==> config.mk <==
export PLATFORM = sky130hd
export DESIGN_NAME = ex_mul_unit
export DESIGN_NICKNAME = d
export VERILOG_FILES = /design/src/rtl/ex_mul_pkg.sv /design/src/rtl/ex_mul_unit.sv
export SDC_FILE = /design/constraint.sdc
export NUM_CORES = 1
export LEC_CHECK = 0
export CAP_MARGIN = 30
export CORE_ASPECT_RATIO = 1.75
export CORE_MARGIN = 2
export CORE_UTILIZATION = 55
export CTS_CLUSTER_DIAMETER = 30
export DETAILED_ROUTE_END_ITERATION = 8
export PLACE_DENSITY_LB_ADDON = 0.05
export SLEW_MARGIN = 25
export SYNTH_ARGS = -nofsm -noshare
export SYNTH_HDL_FRONTEND = slang
export SYNTH_SLANG_ARGS = --single-unit
==> constraint.sdc <==
create_clock -name clk_i -period 5.3 [get_ports clk_i]
set_clock_uncertainty 0.15 [all_clocks]
set_input_delay 1.325 -clock clk_i [delete_from_list [all_inputs] [get_ports clk_i]]
set_output_delay 1.325 -clock clk_i [all_outputs]
set_load 0.005 [all_outputs]
==> src/rtl/ex_mul_pkg.sv <==
// Shared types and constants for the EX-stage shift-and-add multiplier.
package ex_mul_pkg;

    localparam int WIDTH_DEFAULT = 32;
    localparam logic [3:0] ALU_CTRL_MUL = 4'b0011;

    typedef enum logic [1:0] {
        IDLE = 2'd0,
        RUN  = 2'd1,
        DONE = 2'd2
    } mul_state_e;

endpackage

==> src/rtl/ex_mul_unit.sv <==
// Iterative shift-and-add multiplier for the EX stage; stalls the front of the pipe while busy.
// Optional MUL_EARLY_TERM_EN finishes as soon as the remaining multiplier bits are all zero.
module ex_mul_unit
    import ex_mul_pkg::*;
#(
    parameter int WIDTH = WIDTH_DEFAULT
) (
    input  logic             clk_i,
    input  logic             rst_i,
    input  logic             valid_i,
    input  logic [3:0]       alu_ctrl_i,
    input  logic [WIDTH-1:0] src1_i,
    input  logic [WIDTH-1:0] src2_i,
    input  logic             flush_i,
    output logic             stall_o,
    output logic             done_o,
    output logic [WIDTH-1:0] result_o,
    output logic [1:0]       state_o
);

    localparam int CW = $clog2(WIDTH) + 1;

    mul_state_e       state_q, state_d;
    logic [WIDTH-1:0] mcand_q, mplier_q, acc_q, acc_sum;
    logic [CW-1:0]    cnt_q;
    logic             start, last, zero_skip;

    assign start   = valid_i && (alu_ctrl_i == ALU_CTRL_MUL) && (state_q == IDLE);
    assign acc_sum = acc_q + (mplier_q[0] ? mcand_q : '0);
    assign last    = (cnt_q == CW'(WIDTH - 1));

`ifdef MUL_EARLY_TERM_EN
    assign zero_skip = (mplier_q == '0);
`else
    assign zero_skip = 1'b0;
`endif

    // Reset gating keeps stall low even if a mul is presented while reset is held.
    assign stall_o = rst_i && (start || (state_q == RUN));
    assign done_o  = (state_q == DONE);
    assign state_o = state_q;

    always_comb begin
        state_d = state_q;
        if (flush_i) begin
            state_d = IDLE;
        end else begin
            case (state_q)
                IDLE:    if (start) state_d = RUN;
                RUN:     if (zero_skip || last) state_d = DONE;
                DONE:    state_d = IDLE;
                default: state_d = IDLE;
            endcase
        end
    end

    always_ff @(posedge clk_i or negedge rst_i) begin
        if (!rst_i) begin
            state_q  <= IDLE;
            mcand_q  <= '0;
            mplier_q <= '0;
            acc_q    <= '0;
            cnt_q    <= '0;
            result_o <= '0;
        end else begin
            state_q <= state_d;
            if (!flush_i) begin
                if (start) begin
                    mcand_q  <= src1_i;
                    mplier_q <= src2_i;
                    acc_q    <= '0;
                    cnt_q    <= '0;
                end else if (state_q == RUN) begin
                    if (zero_skip) begin
                        result_o <= acc_q;
                    end else begin
                        acc_q    <= acc_sum;
                        mcand_q  <= mcand_q << 1;
                        mplier_q <= mplier_q >> 1;
                        cnt_q    <= cnt_q + 1'b1;
                        if (last) result_o <= acc_sum;
                    end
                end
            end
        end
    end

endmodule

# After elaboration in Yosys (flattened, before gate mapping)
# Index checks and enable logic that the tools add are counted.
# W data, S select, Z words.
# totals
out_inout_bits,36
ff_bits,136
# classes
eq_ne,6
n_mux,13
reduce_logical,9
addsub,2
n_bitwise,2
# ops
cell,n
$mux W32,7
$add A32 B32 Y32,1
$mux W6,2
$add A6 B1 Y6 const B,1
$eq A6 B5 Y1 const B,1
$mux W2,3
$ne A3 B3 Y1 const B,2
$eq A4 B2 Y1 const B,1
$pmux W2 S2,1
$reduce_and A2 Y1,2
$reduce_and A4 Y1,1
$logic_and A1 B1 Y1,3
$eq A2 B1 Y1 const B,1
$eq A2 B2 Y1 const B,1
$logic_not A2 Y1,1
$not A1 Y1,2
$reduce_bool A2 Y1,1
$logic_or A1 B1 Y1,1

# Depth between registers and ports, before layout
# logic_depth
ltp_word,6
ltp_mapped,11

# Least setup slack after synthesis
# No wires, ideal clock.
# synth_path
path_kind,in2out
from,input alu_ctrl_i[3]
to,output stall_o
cell_stages,4
arrival_ps,1863
path_buffers,0
required_time_ps,3825
setup_slack_ps,1962
cell_sequence,nor2_1 nand4_1 nor2b_1 nor3b_1
# synth_via
elab_chain_cells,5
# synth_lines
element,line,text
"start, declared",ex_mul_unit.sv:11,"input logic [3:0] alu_ctrl_i,"
$eq A4 B2 Y1,ex_mul_unit.sv:28,assign start = valid_i && (alu_ctrl_i == ALU_CTRL_MUL) && (state_q == IDLE);
$logic_and A1 B1 Y1 (2 in a row),ex_mul_unit.sv:28,
$logic_or A1 B1 Y1,ex_mul_unit.sv:39,assign stall_o = rst_i && (start || (state_q == RUN));
$logic_and A1 B1 Y1,ex_mul_unit.sv:39,
"end, declared",ex_mul_unit.sv:15,"output logic stall_o,"
# Every way passes these cells.

# Worst setup path after layout
# Ends and elaborated chain as after synthesis.

==> results.md <==
- Htree depth: 4
- Tightest Pin Transition: a little over 900 ps
- Die Y: roughly 160 microns
- Nets: ~920
- Final Critical Period: 4287 ps
- RSZ-0062 raised after global routing: no
- Pre-antenna DRT Iters: 9
- Diode count: 0
- Wire per inst: about 19 microns
- PwrDens: roughly 320 mW/mm^2
- Cell with the most instances after synthesis: dfrtp_1
- Final setup viols: 0
- CTS hold repair buffers: 0
- Initial antenna violation count: 0
- CTS Buffer Depth: 2
- Post-synth EDFFs: 0
- Vias in the first global route: roughly 6200
- Initial DRC Count: 515
- Fillers: 1005
- Mapped Avg Cell Area: about 10 sq um
- Congestion Overflow GR: 0
- Post-DRT Antenna Nets: 0
- Worst slack at placement: 992.1 ps
- Post-route cell area: between 0.009 and 0.01 sq mm
- Syn_nets: between 800 and 900
- Post-CTS Setup Bufs: 0
- Worst hold path type: register to register
- Starting density of the core: 0.5631
- Critical Path Sink Type: output pin
- Data arrival, critical path: ~2800 ps
- Number of buffers created by CTS: 17
- Mapped Cells: 723
- Die ar.: 0.01414 sq mm
- Required time of the critical path: 3830 ps
- Routed via count: 6024
- Area after DPL: around 0.0085 sq mm
- Number of port buffers: between 100 and 150
- Hold Slack: ~330 ps
- Setup Crit Path Kind: input port to output pin
- Netlist cell types: 54
- Synthesized area: slightly above 0.007 sq mm
- TritonCTS clock tree: yes
- Seq/Total Area, Yosys: 0.4697
- Final Hold Vio Count: 0
- I/O Pins: 108
- Cells after DPL: 965
- Post-DP HPWL: roughly 13000 microns
- PostCTS Resize Cnt: 0
- Clock network latency to the later pin of the worst-skew pair: roughly 400 ps
- Largest net degree at the start of global routing: between 90 and 100
- Worst-path maximum fanout: 3
- Total GRT Usage: 0.2721
- Largest cells by area after synthesis: dfrtp_1 (47%), a222oi_1 (7.6%), ha_1 (5.5%)
- Non-Filler Instances: 998
- FP Rows: 55
- Max-Slew Margin vs Limit: 0.3909
- Commonest cells in the netlist: dfrtp_1 (136), nand2_1 (86), inv_1 (60)
- Yosys top cell area share: 0.4697
- CTS root buffer: clkbuf_16
- First-pass GRT wire length: a little over 30000 microns
- Yosys reg bits: roughly 140
- Reg2Reg Setup Slack: 1860 ps
- Status: finished with violations
- YS warnings: 0
- Maximum VDD drop: between 0.2 and 0.3 mV
- Violated checks: DRC
- Setup crit start kind: input port
- WL final: approximately 19000 microns
- Primary FF master, synth: dfrtp_1
- Async SR Flop Fraction: 1.000
- Final setup TNS: 0 ps
- Max-cap check violation count: 0
- Reg clk slew, reported paths: 60 ps
- Clock sink total: around 140
- Syn-to-layout area delta: 25.61%
- Max-slew violations: 0
- DRC Markers: 4
- Leakage: roughly 4.5 nW
- Die W: 90.77 microns
- Core area: approximately 0.013 sq mm
- Final period util: 0.8088
- Area leader, netlist: dfrtp_1
- Post-DR vias/cell: 6.036
- Routability cong.: around 0.87
- Share of cells above drive strength 1: 0.09069
- Max frequency: roughly 230 MHz
- Final WS setup: a little over 1000 ps
-- worst max-delay path, stage by stage --
cell             delay [ps]
clkdlybuf4s50_1         400
nor2_1                  100
nand4_1                 110
nor2b_1                 170
nor3b_1                 190
clkdlybuf4s50_1         530
-- metal layers --
metal  track usage  routed length [microns]  part of all wire  vias to the layer above
li1              -                        -                 -                     2824
met1        0.3005                     7165              0.38                     2994
met2        0.5195                    10300              0.55                      181
met3       0.05121                      856             0.046                       25
met4       0.08718                      330             0.018                        0
met5             0                        0                 0                        -
-- state kept, by name, summed over array words and instances, names as in the netlist --
| name | flops |
|---|---|
| state_o | 2 |
| cnt_q | 6 |
| result_o | 32 |
| acc_q | 32 |
| mcand_q | 32 |
| mplier_q | 32 |
-- cell families after synthesis --
group	count (synthesis)	synth area share
adders and majority gates	33	0.05802
muxes	21	0.03195
buffers and inverters	105	0.05578
xor gates and xnor gates	33	0.03989
DFF	136	0.4697
and+or+nand+nor	196	0.1321
AOI/OAI and AO/OA	199	0.2126
-- final cells by class --
type	instances	area (sq um)	area share
Clock buffer	17	425.4	0.04674
Clock inverter	15	191.4	0.02103
Inverter	60	225.2	0.02475
Multi-Input combinational cell	482	3455	0.3796
Sequential cell	136	3403	0.3739
Tap cell	171	214.0	0.02351
Timing Repair Buffer	117	1187	0.1305
-- final timing paths --
kind	cells after the start	startpoint	end
max reg2reg	10	mplier_q[0]	result_o[30]
min in group asynchronous	2	rst_i	acc_q[29]
max in group asynchronous	4	rst_i	mcand_q[9]
min	2	result_o[9]	result_o[9]
max	6	alu_ctrl_i[3]	stall_o
min reg2reg	2	result_o[9]	result_o[9]
-- through the flow --
stage	power (mW)	util
detailed placement	1.698	0.6572
floorplan	1.519	-
finish	2.913	0.7072
CTS	2.930	0.7051
global placement	1.674	0.6550
global route	3.043	0.7072
-- cells in the final DEF (no fill, tap or decap), drive strengths merged, types with 4 or more instances in the layout --
cell type	instances
mux2i	7
mux2	14
nand2b	4
a21oi	40
a222oi	55
or3	4
clkinv	5
dfrtp	136
o21ai	35
a22o	29
buf	11
xnor2	23
inv	66
o21bai	5
xor2	10
clkdlybuf4s50	106
nor2b	4
nor3	9
a31oi	4
a21o	4
clkbuf	17
nand2	86
ha	32
nor2	25
and2	32
nand3	12
o21a	10
nand4	11
-- power by group --
group / switching [mW] / internal, mW / leakage (nW) / total (mW)
registers: 0.105 / 1.17 / 1.84 / 1.27
logic: 0.202 / 0.208 / 2.33 / 0.409
clock network: 0.479 / 0.753 / 0.302 / 1.23
Note: power is estimated with default switching activity, not from simulation.
